==> config.mk <==
export PLATFORM = sky130hd
export DESIGN_NAME = btn_event_decoder
export DESIGN_NICKNAME = d
export VERILOG_FILES = /design/src/rtl/btn_event_decoder.sv
export SDC_FILE = /design/constraint.sdc
export NUM_CORES = 1
export LEC_CHECK = 0
export BUFFER_PORTS_ARGS = -buffer_cell sky130_fd_sc_hd__buf_4
export CAP_MARGIN = 20
export CORE_ASPECT_RATIO = 1.5
export CORE_MARGIN = 8
export CORE_UTILIZATION = 55
export CTS_CLUSTER_SIZE = 10
export DETAILED_ROUTE_END_ITERATION = 10
export PLACE_DENSITY_LB_ADDON = 0.12
export SLEW_MARGIN = 10
export SYNTH_ARGS = -nofsm -noshare
export SYNTH_HDL_FRONTEND = slang
export SYNTH_SLANG_ARGS = --single-unit
==> constraint.sdc <==
create_clock -name i_clk -period 2.2 [get_ports i_clk]
set_clock_uncertainty 0.15 [all_clocks]
set_input_delay 0.33 -clock i_clk [delete_from_list [all_inputs] [get_ports i_clk]]
set_output_delay 0.33 -clock i_clk [all_outputs]
set_load 0.01 [all_outputs]
==> src/rtl/btn_event_decoder.sv <==
// Purpose : turns the debounced button level into 1-cycle UI events
//           (press, release, short-click, long-press, auto-repeat) plus a held level.
// Latency : every output is registered; an event is visible 1 cycle after the
//           clock edge that samples the input change.
// Backpressure: none; events are fire-and-forget pulses, consumers must sample every cycle.
//
// Ports:
//   i_clk       system clock
//   i_rst_n     asynchronous active-low reset
//   i_btn_sync  debounced level synchronous to i_clk (1 = pressed)
//   o_press     pulse: button went down
//   o_release   pulse: button went up
//   o_short     pulse alongside o_release when no o_long was issued for this press
//   o_long      pulse once per press when the hold reaches LONG_CYCLES
//   o_repeat    pulse train every REPEAT_CYCLES while held after o_long
//   o_held      level: 1 from the o_press cycle up to the cycle before o_release
//
// Build option: define BTN_AUTO_REPEAT_EN to enable o_repeat and its counter;
// without it o_repeat is tied 0 and LONG_HELD simply waits for the release.

module btn_event_decoder #(
  parameter int unsigned CLK_FREQ      = 100_000_000,
  parameter int unsigned LONG_PRESS_MS = 1000,
  parameter int unsigned REPEAT_MS     = 200
) (
  input  logic i_clk,
  input  logic i_rst_n,
  input  logic i_btn_sync,
  output logic o_press,
  output logic o_release,
  output logic o_short,
  output logic o_long,
  output logic o_repeat,
  output logic o_held
);

  // Must be >= 2 so PRESSED lasts at least one counting cycle.
  localparam int unsigned LONG_CYCLES = (CLK_FREQ / 1000) * LONG_PRESS_MS;
  localparam logic [31:0] LONG_LAST   = 32'(LONG_CYCLES - 1);

`ifdef BTN_AUTO_REPEAT_EN
  localparam int unsigned REPEAT_CYCLES = (CLK_FREQ / 1000) * REPEAT_MS;
  localparam logic [31:0] REP_LAST      = 32'(REPEAT_CYCLES - 1);
`endif

  typedef enum logic [1:0] {
    S_IDLE      = 2'd0,
    S_PRESSED   = 2'd1,
    S_LONG_HELD = 2'd2
  } state_t;

  state_t      state_q, state_d;
  logic        btn_q;
  logic        rise, fall;
  logic [31:0] hold_cnt_q, hold_cnt_d;
  logic        press_d, release_d, short_d, long_d, repeat_d;

`ifdef BTN_AUTO_REPEAT_EN
  logic [31:0] rep_cnt_q, rep_cnt_d;
`endif

  assign rise = i_btn_sync & ~btn_q;
  assign fall = ~i_btn_sync & btn_q;

  always_comb begin
    state_d    = state_q;
    hold_cnt_d = hold_cnt_q;
    press_d    = 1'b0;
    release_d  = 1'b0;
    short_d    = 1'b0;
    long_d     = 1'b0;
    repeat_d   = 1'b0;
`ifdef BTN_AUTO_REPEAT_EN
    rep_cnt_d  = rep_cnt_q;
`endif

    case (state_q)
      S_IDLE: begin
        if (rise) begin
          state_d    = S_PRESSED;
          press_d    = 1'b1;
          hold_cnt_d = '0;
        end
      end

      S_PRESSED: begin
        // Release beats the threshold: a fall seen in the threshold cycle is
        // still a short click.
        if (fall) begin
          state_d    = S_IDLE;
          release_d  = 1'b1;
          short_d    = 1'b1;
          hold_cnt_d = '0;
        end else if (hold_cnt_q == LONG_LAST) begin
          state_d    = S_LONG_HELD;
          long_d     = 1'b1;
          hold_cnt_d = '0;
`ifdef BTN_AUTO_REPEAT_EN
          rep_cnt_d  = '0;
`endif
        end else begin
          hold_cnt_d = hold_cnt_q + 32'd1;
        end
      end

      S_LONG_HELD: begin
        if (fall) begin
          state_d   = S_IDLE;
          release_d = 1'b1;
        end else begin
`ifdef BTN_AUTO_REPEAT_EN
          // Free-running period counter; wraps on each repeat tick.
          if (rep_cnt_q == REP_LAST) begin
            repeat_d  = 1'b1;
            rep_cnt_d = '0;
          end else begin
            rep_cnt_d = rep_cnt_q + 32'd1;
          end
`endif
        end
      end

      default: begin
        state_d    = S_IDLE;
        hold_cnt_d = '0;
      end
    endcase
  end

  always_ff @(posedge i_clk or negedge i_rst_n) begin
    if (!i_rst_n) begin
      state_q    <= S_IDLE;
      btn_q      <= 1'b0;
      hold_cnt_q <= '0;
      o_press    <= 1'b0;
      o_release  <= 1'b0;
      o_short    <= 1'b0;
      o_long     <= 1'b0;
      o_held     <= 1'b0;
    end else begin
      state_q    <= state_d;
      btn_q      <= i_btn_sync;
      hold_cnt_q <= hold_cnt_d;
      o_press    <= press_d;
      o_release  <= release_d;
      o_short    <= short_d;
      o_long     <= long_d;
      // Tracks the next state so o_held rises with o_press and falls with o_release.
      o_held     <= (state_d != S_IDLE);
    end
  end

`ifdef BTN_AUTO_REPEAT_EN
  always_ff @(posedge i_clk or negedge i_rst_n) begin
    if (!i_rst_n) begin
      rep_cnt_q <= '0;
      o_repeat  <= 1'b0;
    end else begin
      rep_cnt_q <= rep_cnt_d;
      o_repeat  <= repeat_d;
    end
  end
`else
  logic unused_repeat;
  assign unused_repeat = repeat_d;
  assign o_repeat      = 1'b0;
`endif

endmodule
; Word-level counts from Yosys, hierarchy flattened
; Cells that the tools add are included.
; W data, S select, Z words.
[classes]
addsub = 1
n_mul = 0
div_mod_pow = 0
order_cmp = 0
eq_ne = 4
shift = 0
n_mux = 17
n_bitwise = 5
reduce_logical = 4
[op_table]
columns = op, n
row1 = $mux W32, 3
row2 = $pmux W32 S3, 1
row3 = $add A32 B1 Y32 const B, 1
row4 = $eq A32 B27 Y1 const B, 1
row5 = $mux W1, 8
row6 = $mux W2, 4
row7 = $pmux W2 S3, 1
row8 = $not A1 Y1, 3
row9 = $and A1 B1 Y1, 2
row10 = $eq A2 B1 Y1 const B, 1
row11 = $eq A2 B2 Y1 const B, 1
row12 = $logic_not A2 Y1, 1
row13 = $ne A2 B2 Y1 const B, 1
row14 = $reduce_and A2 Y1, 1
row15 = $reduce_bool A2 Y1, 1
row16 = $reduce_or A2 Y1, 1
[totals]
reg_bits = 40
latch_bits = 0
ram_bits = 0
rom_bits = 0
in_bits = 3
out_inout_bits = 6
word_cells = 39
memories = 0

; Logic depth before layout (Yosys ltp)
; Gate-level depths: netlist of run 1.
[depth]
word_depth = 5
ltp_mapped = 8
depth_no_buf = 7

; Worst setup path before layout of run 1
; No wires, ideal clock.
[synth_path]
path_kind = reg2reg
startpoint = reg state_q[0]
endpoint = reg hold_cnt_q[27]
setup_ns = 0.118
t_arrival_ns = 2.041
required_ns = 1.932
path_slack_ns = -0.110
path_stages_with_launch = 8
path_buffers = 0
synth_period_minus_slack_ns = 2.310
path_cell_list = dfrtp_1 > inv_1 > ha_1 > nand4b_1 > a2111oi_0 > nand4_1 > xor2_1 > nor2_1
[synth_via]
elab_chain_len = 3
elab_cells_between_ends = 7
cone_classes = eq/ne (3) / mux (1) / bitwise (1) / reduce/logical (2)
[synth_rtl]
columns = element, line
row1 = start: declaration, 52  ; state_t state_q, state_d;
row2 = start signal: assignment, 141  ; state_q <= state_d;
row3 = $logic_not A2 Y1 or $eq A2 B2 Y1 (tied branches), 77  ; case (state_q)
row4 = $ne A2 B2 Y1 (no line) or $not A1 Y1 (tied branches), --
row5 = $reduce_and A2 Y1 (no line), --
row6 = end signal: assignment, 143  ; hold_cnt_q <= hold_cnt_d;
row7 = end: declaration, 55  ; logic [31:0] hold_cnt_q, hold_cnt_d;
; Several ways; a longest one is shown, not always the timed one.
; A chain may end at the register's enable or synchronous reset.

; Worst setup path after layout of run 1
[layout_path]
startpoint = reg hold_cnt_q[29]
endpoint = reg o_held
[layout_via]
elab_chain_len = 5
[layout_rtl]
columns = element, line
row1 = $eq A32 B27 Y1, 94  ; end else if (hold_cnt_q == LONG_LAST) begin
row2 = $mux W2, 94
row3 = $mux W2, 89  ; if (fall) begin
row4 = $pmux W2 S3, 77
row5 = $reduce_bool A2 Y1, 149  ; o_held <= (state_d != S_IDLE);
row6 = end signal: assignment, 149
row7 = end: declaration, 34  ; output logic o_held
; Every way passes these cells.

==> results, run 1 <==
- The run finished with clean final reports.
- The initial antenna violation count is 0.
- Once detailed placement completed, the half-perimeter wirelength came to roughly 3.5 mm.
- The full die area is 0.006137 mm^2.
- On the final layout, the worst hold slack is around 0.051 ns.
- In this run, distinct cell masters in the synthesized netlist total 40.
- Of the total power, the clock network draws between 20% and 30%.
- The register-to-register path setup slack is about 0.024 ns.
- In the routed layout, each cell is associated on average with a via count of ~6.0.
- In this design, the stage delay of the slowest critical-path cell is around 0.54 ns.
- The floorplan step defined a core boundary enclosing ~0.0037 mm^2.
- The via count of the first global-routing pass was between 1500 and 2000.
- Counting instances, the worst hold path has a depth of 1.
- In this run, synthesis produced a sequential element count of 40.
- The final layout contains roughly 260 nets.
- The clock transition at the registers of the reported paths is around 0.070 ns.
- Routability-driven placement finished with a final weighted congestion of approximately 0.90.
- The dominant register cell in the synthesized netlist is dfrtp_1.
- The worst hold path belongs to the class input port to register.
- The fraction of post-synthesis cell area in the top cell type by area is ~47%.
- The root cell of the clock tree is clkbuf_8.
- Counting every net in the synthesized netlist gives 227.
- The number of antenna diodes in the final layout is 0.
- The worst setup path is launched from a register.
- Clock tree synthesis inserted a total of 5 buffers.
- Of the synthesized area, sequential elements account for 47.23%.
- The all-layer global routing usage is between 15 and 20%.
- The overall power is between 1.5 and 2 mW.
- Of all cell types, the one taking the most synthesized area is dfrtp_1.
- The floorplan step set the die height to a little over 90 um.
- TritonCTS built the clock tree.
- In this run the core area contains 27 standard-cell rows.
- The worst register-to-register path has a depth of 6.
- The cell count after synthesis is roughly 220.
- In this run switching power makes up a little under a third of total power.
- By count the netlist is led by 40 x dfrtp_1, 34 x nor2_1, 19 x nand4_1, 19 x xor2_1, 16 x nand2_1.
- Of the cells placed in the final design, the portion with a size suffix greater than 1 is 19.60%.
- In the routed design, unresolved DRC markers number 0.
- The worst relative slew slack is between 50% and 60%.
- Entering global routing, the biggest net connects ~40 pins.
- In this run the cell area of the synthesized design comes to roughly 0.0021 mm^2.
- Data on the critical path is required at its endpoint by 2.28 ns.
- The reported net switching power is approximately 0.57 mW.
- The internal power is between 1 and 1.5 mW.
- The sequential group share of total power is a little under half.
- Setup repair after global routing could not meet its margin everywhere.
- Broken down by cell family, the worst path's largest delay share belongs to simple AND/OR/NAND/NOR gates.
- The element type at the critical path end is a register.
- The leading cell type by number of instances after synthesis is dfrtp_1.
- The maximum number of buffers from clock root to sink is 2.
- The critical path goes through or4_4, nor4_4, nand4_2, buf_4, a211oi_2, a221o_1.
- For this configuration, the core starts out at a cell density of 57.56%.
- The highest fanout seen on the critical path is 4.
- Compared with the post-synthesis result, the final layout area differs by 17.95%.
- On the critical path, the stage with the largest delay is an instance of or4_4.
- The transition time of the tightest slew-check pin is 0.6400 ns.
- The tool flagged a number of max-cap violations equal to 0.
- The count of endpoints failing hold in the final timing report is 0.
- The endpoint identified for the worst register-to-register timing path is o_held$_DFF_PN0_.
- Power spread over the standard cell area amounts to about 720 mW/mm^2.
- The buffer and inverter count on the worst path is 1.
- The number of DRC violations after detailed-routing iteration 0 is approximately 120.
- A synthesized cell averages between 9 and 10 um^2.
- The number of enable-type register cells in the synthesized netlist is 0.
- The warning count from the yosys run is 0.
- The number of levels in the clock H-tree is 2.
- The final period utilization is between 90% and 100%.
- The total routed wirelength is approximately 4.9 mm.
- The minimum clock period after layout is roughly 2.2 ns.
- The average wire length per cell after detail routing is roughly 17 um.
- The number of port buffers is 7.
- After synthesis, the share of flip-flops with an asynchronous set or reset is 100.0%.
- The worst register-to-register path begins at hold_cnt_q[29]$_DFFE_PN0P_.
- The launch instance of the worst min-delay path is i_btn_sync.
- The sink count of the clock tree is 40.
- Summed over all cells, the static leakage comes to 1.106 nW.
- Clock latency on the worst-skew pair, taken at its later pin, is roughly 0.29 ns.
- In this run the remaining antenna-violating nets after routing total 0.
- The number of max-slew violations in the final report came to 0.
- The path with the worst hold slack has its endpoint at btn_q$_DFF_PN0_.
- In this run the worst setup path begins at hold_cnt_q[29]$_DFFE_PN0P_.
- The detailed-router iteration count before antenna repair is 4.
- The first global-routing pass estimated about 8.6 mm of wire.
- The horizontal die dimension is 66.69 um.
- The worst voltage drop across the vdd grid is about 0.00066 V.
- Detailed routing inserted a total of ~1800 vias.
- For the worst setup path, the data arrival time is 2.25 ns.
- The maximum clock frequency is between 400 and 500 MHz.
- Setup violations remaining at the end of the flow were counted as 0.
- For this design the top-level I/O count stands at 9.
- The proportion of power drawn by combinational gates is a little over a quarter.
- The path type of the worst setup path is register to register.
- The global route total overflow is 0.
- In the post-synthesis netlist, the biggest area contributors are dfrtp_1 47%, xor2_1 7.9%, nor2_1 6.0%.
registers in the layout, summed over array words and instances, names as in the netlist:
signal and count:
btn_q 1, hold_cnt_q 32, o_held 1, o_long 1
o_press 1, o_release 1, o_short 1, state_q 2
worst reg2reg max path: stages (launching register included):
cell      delay [ns]
dfrtp_1         0.41
or4_4           0.54
nor4_4          0.31
nand4_2         0.16
buf_4           0.18
a211oi_2        0.21
a221o_1         0.15
power groups by stage:
stage	combinational, mW	sequential, mW	clock (mW)
2_1_floorplan	0.294	0.834	0
3_3_place_gp	0.458	0.829	0
3_5_place_dp	0.474	0.828	0
4_1_cts	0.477	0.814	0.511
5_1_grt	0.550	0.822	0.544
6_report	0.488	0.817	0.500
metrics by stage:
stage	std cells	utilization [%]	setup slack, ns	cell area (um^2)	setup TNS, ns
after floorplan	219	-	-0.006803	2128	-0.006803
after global placement	280	63.34	-0.05989	2332	-0.1332
after detailed placement	280	63.34	-0.05043	2332	-0.2004
after CTS	293	67.24	0.01438	2476	0
after global routing	293	67.89	-0.06122	2500	-1.262
final	293	67.89	0.02446	2500	0
layout by cell type, fill, tap and decap left out, types with 2 or more instances in the layout:
master / synthesis / routed
o31ai_1: 3 / 3
or3_1: 3 / 3
xnor2_1: 5 / 5
clkbuf_1: 2 / 2
a21oi_1: 7 / 7
clkbuf_8: 0 / 6
dfrtp_1: 40 / 39
nand2_1: 16 / 16
nor4_1: 3 / 3
ha_1: 5 / 5
or4_1: 4 / 3
buf_4: 1 / 28
o21ai_0: 5 / 5
nand4_1: 19 / 19
and3_1: 7 / 7
xor2_1: 19 / 19
inv_1: 5 / 4
nand3_1: 11 / 11
nor2_1: 34 / 33
and2_1: 5 / 5
per-layer routing:
layer | routed length [um] | global-route usage (%)
met3 | 220 | 3.776
met4 | 124 | 9.302
met5 | 0 | 0
met2 | 2700 | 30.82
met1 | 1880 | 18.88
kinds of logic after synthesis:
| logic type | Yosys count | share of synthesized area (%) |
|---|---|---|
| fa+ha+maj | 5 | 2.952 |
| flops | 40 | 47.23 |
| compound gates | 26 | 8.973 |
| buf+inv | 12 | 3.129 |
| simple gates | 111 | 27.63 |
| xor+xnor | 24 | 9.917 |
| other cells | 1 | 0.1769 |
how the worst max path moves through the flow:
| stage | endpoint | slack (ns) | cells after the start |
|---|---|---|---|
| floorplan | hold_cnt_q[27]$_DFFE_PN0P_ | -0.007 | 7 |
| global placement | o_held$_DFF_PN0_ | -0.06 | 6 |
| detailed placement | o_held$_DFF_PN0_ | -0.05 | 6 |
| CTS | o_held$_DFF_PN0_ | 0.01 | 6 |
| global route | hold_cnt_q[30]$_DFFE_PN0P_ | -0.06 | 6 |
| finish | o_held$_DFF_PN0_ | 0.02 | 6 |
final cells by class:
cell class,count,area [um^2]
clock buffer,8,90.09
fill,289,1182
inverter,5,18.77
multi-input combinational,167,1095
sequential,40,1002
tap,43,53.80
timing repair buffer,30,240.2
repair_timing:
item                                    in CTS  in global routing
hold buffers                                 1                  0
pin swaps                                    3                  5
endpoints found under the hold margin       40                  0
endpoints found under the setup margin      31                 31
setup buffers                                4                  0
gates resized for setup                      3                  6
Note: power is estimated with default switching activity, not from simulation.
==> run 2, diff against run 1 <==
- BUFFER_PORTS_ARGS: -buffer_cell sky130_fd_sc_hd__buf_4 -> not set
- CORE_UTILIZATION: 55 -> 56
- DONT_BUFFER_PORTS: not set -> 1
==> results, run 2 (same netlist as run 1, synthesis figures left out) <==
- The transition time of the tightest slew-check pin is between 0.5 and 0.6 ns.
- In the final layout, the registers with the most flip-flops are hold_cnt_q: 32 flops, state_q: 2 flops.
- For this run, the post-layout net count is approximately 260.
- The average wire length per cell after detail routing is 16.93 um.
- Across the run, the number of max-cap violations was 0.
- The most flop-heavy register is hold_cnt_q.
- The detailed router finished its first iteration with ~120 violations.
- In this run, placement finished with an instance count of approximately 280.
- The setup path with the least slack is of type register to register.
- Prior to clock tree synthesis, the placed netlist has a worst setup slack of -0.01383 ns.
- After clock tree synthesis, the clock-pin slew on the worst setup and hold paths is approximately 0.070 ns.
- The area added between synthesis and finish is 18.77%.
- The die is 91.35 um tall.
- The element type at the critical path end is a register.
- The placer's final routability congestion estimate is between 0.9 and 1.
- In this run the remaining antenna-violating nets after routing total 0.
- The area occupied by multi-input gates is around 0.0011 mm^2.
- The number of antenna diodes in the final layout is 0.
- The all-layer global routing usage is ~17%.
- The total overflow left after global routing is 0.
- In the routed design, unresolved DRC markers number 0.
- IR analysis of the VDD net gives a maximum drop of 0.0005058 V.
- The worst pin sits at a relative slew slack of a little over three fifths.
- The clock tree from TritonCTS is yes.
- The number of cells in the finished layout apart from fillers is slightly below 300.
- The final setup violation count is 0.
- The number of max-slew violations in the final report is 0.
- The maximum clock frequency is roughly 460 MHz.
- The arrival time at the worst endpoint is between 2 and 2.5 ns.
- The worst setup path is launched from a register.
- Power spread over the standard cell area amounts to 718.4 mW/mm^2.
- Registers take approximately 0.001 mm^2.
- The path class of the tightest hold or removal check is input port to register.
- The initial core utilization is approximately three fifths.
- The core footprint is 0.003649 mm^2.
- The total routed wirelength is a little under 5 mm.
- Leaving out fill and tap cells, the most frequent cell in the layout is dfrtp_1.
- Leaving out fill and tap cells, the most frequent cells in the layout are 40 x dfrtp_1, 34 x nor2_1, 24 x buf_4, 19 x nand4_1, 19 x xor2_1.
- The leakage component of the power is 1.104 nW.
- The initial antenna violation count is 0.
- Along the worst path, the maximum fanout reaches 5.
- Detailed placement ended at an HPWL of around 3.5 mm.
- The number of flip-flops in the largest register is 32.
- In this run, CTS created clock tree buffers numbering 5.
- The first global-routing pass estimated ~8 mm of wire.
- CTS built an H-tree with a depth of 2.
- The tightest hold margin is 0.09415 ns.
- The horizontal die dimension is approximately 66 um.
- Subtracting the final worst setup slack from the clock period gives 2.178 ns.
- The detailed router placed between 1500 and 2000 vias in this run.
- The run finished with clean final reports.
- After filler insertion, the fill cell instance count of the layout stands at roughly 280.
- At the worst endpoint, the required time is around 2.3 ns.
- The final period utilization is 98.99%.
- The via count of the first global-routing pass was approximately 1800.
- Entering global routing, the biggest net connects 41 pins.
- The pre-antenna-repair detailed-routing pass consisted of 5 iterations.
- The row count is 27.
- The clock reaches the later pin of the worst-skew pair after 0.29 ns.
- The count of buffers added on input and output ports is 0.
- Setup repair after global routing could not meet its margin everywhere.
- The count of endpoints failing hold in the final timing report is 0.
- In the routed layout, each cell is associated on average with a via count of just over 6.
- The root cell of the clock tree is clkbuf_8.
- The full die area is 0.006050 mm^2.
- The tree built by TritonCTS fans out to 40 sinks.
- No sink is reached through more buffers than the 2 on the longest clock path.
- 9 I/O pins were placed.
- In the post-route analysis, the smallest setup slack over all paths is 0.02227 ns.
- In the final layout, the share of cells above drive strength 1 is 18.62%.
run 2: repair_timing:
item | in CTS | in global routing
hold buffers | 3 | 0
pin swaps | 2 | 7
buffers inserted | 1 | 3
setup endpoints to repair | 1 | 31
endpoints found under the hold margin | 42 | 0
resized for setup | 0 | 9
run 2: where the power goes:
group	internal, mW	switching [mW]	total [mW]
sequential	0.783	0.0462	0.829
clock	0.279	0.235	0.514
combinational	0.180	0.285	0.465
total	1.24	0.567	1.81
run 2: final cells by class:
class | instances | area share (%)
clock buffers | 7 | 3.827
multi-input cells | 167 | 43.99
well taps | 43 | 2.137
inverters | 5 | 0.7455
flip-flops and latches | 40 | 39.76
repair buffers | 28 | 9.543
run 2: layer usage:
metal,global-route usage (%),vias to the layer above,wire length [um]
li1,-,828,-
met1,17.58,869,1891
met2,30.23,54,2705
met3,3.936,13,174
met4,8.229,0,140
met5,0,-,0
run 2: final timing paths:
path	slack, ns	cells after the start	to	start
min in group asynchronous	0.34	2	o_release$_DFF_PN0_	i_rst_n
max reg2reg	0.02	9	hold_cnt_q[27]$_DFFE_PN0P_	state_q[0]$_DFF_PN0_
min	0.09	2	o_release$_DFF_PN0_	i_btn_sync
min reg2reg	0.41	2	o_press$_DFF_PN0_	btn_q$_DFF_PN0_
max	0.02	9	hold_cnt_q[27]$_DFFE_PN0P_	state_q[0]$_DFF_PN0_
max in group asynchronous	1.35	2	hold_cnt_q[20]$_DFFE_PN0P_	i_rst_n
run 2: worst max-delay path: stages (launching register included):
cell       delay (ns)
dfrtp_1          0.36
inv_2            0.07
ha_1             0.22
nand4b_1         0.27
buf_4            0.21
a2111oi_4        0.31
buf_4            0.17
nand4_1          0.10
xor2_1           0.16
nor2_1           0.09
run 2: stage by stage:
stage	TNS (ns)	power [mW]	cell area, um^2	util [%]
final	0	1.808	2517	69.00
after global routing	-1.282	1.905	2517	69.00
after global placement	0	1.247	2302	63.10
after detailed placement	-0.01383	1.266	2302	63.10
after CTS	0	1.804	2446	67.04
after floorplan	-0.006803	1.128	2128	-
==> run 3, diff against run 2 <==
- ABC_AREA: not set -> 1
- CORE_UTILIZATION: 56 -> 57
==> results, run 3 <==
- The flow ran to the end, and the final reports show no timing, DRC or antenna violations.
- The minimum clock period after layout is just over 2 ns.
- The share of total power dissipated in sequential elements is 41.4%.
- The library cell used most frequently in the layout, excluding fill and tap cells, is nand2_1.
- The startpoint identified for the worst register-to-register timing path is state_q[0]$_DFF_PN0_.
- The tree is rooted in a clkbuf_8.
- The simple-gate portion of the synthesized area is between 30 and 40%.
- Summing all placed instances gives a cell area of 0.002527 mm^2.
- In this run, synthesis inferred 0 flip-flops with an integrated enable.
- In the final layout, the registers with the most flip-flops are hold_cnt_q: 32 flops, state_q: 2 flops.
- The initial utilization of the core area, before any placement, comes to between 50% and 60%.
- The buffer and inverter count on the worst path is 1.
- CTS built an H-tree with a depth of 2.
- The internal portion of the total power is ~1.4 mW.
- Of all cell types, the one taking the most synthesized area is dfrtp_1.
- The combinational family with the most area after synthesis is simple AND/OR/NAND/NOR gates.
- The sink count of the clock tree is 40.
- After synthesis, flip-flops and latches occupy between 40% and 50% of the total area.
- The maximum number of buffers from clock root to sink is 2.
- The average wire length per cell after detail routing is roughly 14 um.
- The final setup violation count is 0.
- Global routing used 16.81% of the available tracks across all layers.
- The synthesized netlist devotes 4.566% of its cell area to XOR and XNOR gates.
- The most critical setup path has its endpoint at hold_cnt_q[27]$_DFFE_PN0P_.
- The full die area is between 0.006 and 0.007 mm^2.
- The tool flagged a number of max-cap violations equal to 0.
- Across all setup checks in the final design, the least slack found is between 0.15 and 0.2 ns.
- Of the cells placed in the final design, the portion with a size suffix greater than 1 is between 10% and 20%.
- Synthesis produced a netlist whose cell count is 338.
- The proportion of power drawn by combinational gates is a little under a quarter.
- The analysis attributes to cell leakage a power of around 1.3 nW.
- The fraction of synthesized area in multiplexers is 0%.
- Summing the areas of all fa, ha and maj instances in the mapped netlist gives ~2.5% of the synthesized area.
- In the synthesized netlist the async set-or-reset flop fraction comes to 100.0%.
- The longest individual stage delay on the worst path is approximately 0.38 ns.
- Among all stages on the critical path, the largest delay is contributed by dfrtp_1.
- In this run the standard cell core region covers between 0.004 and 0.005 mm^2.
- The count of boundary I/O pins is 9.
- The worst voltage drop across the vdd grid is between 0.0007 and 0.0008 V.
- Each instance of the synthesized netlist takes up on average roughly 7.4 um^2.
- The net count after synthesis is 346.
- The total number of nets in the final design is approximately 350.
- The vertical die dimension is 97.01 um.
- The buffer count from post-CTS setup fixing is 0.
- The total routed wirelength is 5.393 mm.
- The cell count along the critical path is 8.
- Traced cell by cell, the critical path runs through inv_1, ha_1, a21oi_4, nand3_1, nor2_2, nand2_1, xor2_1, nor2_1.
- Based on the critical path, the design can be clocked at up to a little under 500 MHz.
- Sorting the synthesized cells by how often they occur yields 78 x nand2_1, 58 x nor2_1, 50 x inv_1, 40 x dfrtp_1, 24 x nand3_1.
- Entering global routing, the biggest net connects approximately 40 pins.
- After synthesis, the cell types taking the most area are dfrtp_1 40%, nand2_1 12%, nor2_1 8.7%.
- In this run, the clock network consumes about a third of the power.
- The number of max-slew violations in the final report is 0.
- In this run the biggest area consumer among cell types represents around 40% of the synthesized area.
- The number of antenna diodes in the final layout is 0.
- Data on the critical path is required at its endpoint by between 2 and 2.5 ns.
- The post-route standard cell area excluding fillers is ~0.0027 mm^2.
- The synthesized netlist devotes between 3 and 4% of its cell area to compound gates.
- The count of endpoints failing hold in the final timing report is 0.
- Setup repair after global routing left no endpoint under its margin.
- The tightest hold margin is 0.07859 ns.
- For this run, design rule violations remaining after detail routing come to 0.
- In this run the worst setup path begins at state_q[0]$_DFF_PN0_.
- The worst setup path is captured at a register.
- The leading cell type by number of instances after synthesis is nand2_1.
- The clock transition at the registers of the reported paths is 0.08 ns.
- The endpoint identified for the worst register-to-register timing path is hold_cnt_q[27]$_DFFE_PN0P_.
- The depth of the worst register-to-register path is 8.
- The cell class contributing the biggest share of worst-path delay is simple AND/OR/NAND/NOR gates.
- The worst setup path is launched from a register.
- The arrival time at the worst endpoint is just over 2 ns.
- Once detailed placement completed, the half-perimeter wirelength came to ~4 mm.
- The count of nets left with antenna violations after detail routing is 0.
- For this run the aggregate overflow at the end of global routing stands at 0.
- Prior to clock tree synthesis, the placed netlist has a worst setup slack of 0.1694 ns.
- The launch instance of the worst min-delay path is i_btn_sync.
- The horizontal die dimension is between 70 and 80 um.
- Using the TritonRoute via totals, the vias-per-cell ratio works out to 5.355.
- The register-to-register path setup slack is roughly 0.19 ns.
- At the end of routability-driven placement, the weighted congestion stood at just under 0.9.
- The number of synthesized register bits is 40.
- The power per standard cell area is 743.7 mW/mm^2.
- The analysis attributes to net switching a power of about 0.62 mW.
- The type of the most critical hold path is input port to register.
- After layout, the worst path uses 91.50% of the clock period.
- For the worst-skew pair, the clock arrives at the later sink with an insertion delay of 0.30 ns.
- For this block, the initial DRC count from the detailed router was roughly 110.
- The global-route wire length before repair is between 9 and 10 mm.
- The row count is 29.
- The initial antenna violation count is 0.
- The register with the most flip-flops in the layout has 32 of them.
- The final-layout setup total negative slack is 0 ns.
- The switching fraction of total power is a little under a third.
- After synthesis the cells add up to roughly 0.0025 mm^2.
- The highest fanout seen on the critical path is 5.
- The most used flip-flop cell after synthesis is dfrtp_1.
- The number of port buffers is 0.
- The via count of the first global-routing pass came to roughly 2200.
- The Yosys step of the flow raised 0 warnings.
- The count of unique library cells instantiated by Yosys is 30.
- The via count is 2099.
- In the layout the commonest cells are 77 x nand2_1, 58 x nor2_1, 50 x inv_1, 40 x dfrtp_1, 24 x nand3_1.
- The register with the most flip-flops in the final layout is hold_cnt_q.
- The path type of the worst setup path is register to register.
- The clock tree from TritonCTS is yes.
- TritonCTS created 5 clock buffers.
- The detailed-router iteration count before antenna repair is 4.
- The area growth from synthesis to layout is 8.229%.
## run 3: changes by cell type after synthesis, moves of 4 or more
cell,delta
and2_1,-5
or4_1,-4
and3_1,-7
nand2_1,+62
xor2_1,-8
nor3_1,+10
nand4_1,-9
inv_1,+45
nand2_2,+4
nand3_1,+13
nor2_2,+8
nor2_1,+24
## run 3: timing repair
| action | in CTS | in global routing |
|---|---|---|
| hold buffers | 3 | 0 |
| endpoints found under the hold margin | 41 | 0 |
| resized for setup | 0 | 1 |
| setup endpoints to repair | 0 | 2 |
## run 3: metrics by stage
| step | instances | total power, mW | utilization [%] |
|---|---|---|---|
| floorplan | 338 | 1.216 | - |
| global placement | 382 | 1.291 | 60.05 |
| detailed placement | 382 | 1.297 | 60.05 |
| CTS | 392 | 2.022 | 64.06 |
| global route | 392 | 2.106 | 64.12 |
| finish | 392 | 2.007 | 64.12 |
## run 3: kinds of logic (layout without fill, tap and decap cells)
| group | Yosys count | after routing |
|---|---|---|
| other | 1 | 1 |
| and+or+nand+nor | 208 | 208 |
| buffers and inverters | 57 | 65 |
| adders and majority gates | 5 | 5 |
| AOI/OAI and AO/OA | 14 | 14 |
| DFF | 40 | 40 |
| xor gates and xnor gates | 13 | 13 |
## run 3: area by class of cell
type | instances | area (um^2)
clock buffers | 5 | 68.82
clock inverters | 2 | 60.06
flip-flops and latches | 40 | 1001
repair buffers | 7 | 70.07
inverters | 51 | 193.9
multi-input cells | 241 | 1247
fillers | 399 | 1510
well taps | 46 | 57.56
## run 3: how the worst min path moves through the flow
stage / endpoint / slack (ns) / depth (start not counted)
floorplan: btn_q$_DFF_PN0_ / -0.12 / 0
global placement: hold_cnt_q[14]$_DFFE_PN0P_ / -0.11 / 0
detailed placement: hold_cnt_q[14]$_DFFE_PN0P_ / -0.11 / 0
CTS: o_press$_DFF_PN0_ / 0.07 / 2
global route: o_press$_DFF_PN0_ / 0.09 / 2
finish: o_press$_DFF_PN0_ / 0.08 / 2
## run 3: power groups by stage
| stage | Sequential, mW | Clock (mW) | Combinational, mW |
|---|---|---|---|
| 6_report | 0.830 | 0.702 | 0.475 |
| 5_1_grt | 0.835 | 0.732 | 0.539 |
| 4_1_cts | 0.832 | 0.716 | 0.474 |
| 3_5_place_dp | 0.847 | 0 | 0.450 |
| 3_3_place_gp | 0.843 | 0 | 0.447 |
| 2_1_floorplan | 0.837 | 0 | 0.379 |
## run 3: layer usage
| layer | track usage, % | up-vias | share of wire, % |
|---|---|---|---|
| met3 | 2.761 | 9 | 2.7 |
| li1 | - | 1063 | - |
| met5 | 0 | - | 0 |
| met4 | 6.677 | 0 | 1.7 |
| met1 | 17.73 | 988 | 41 |
| met2 | 31.55 | 39 | 55 |
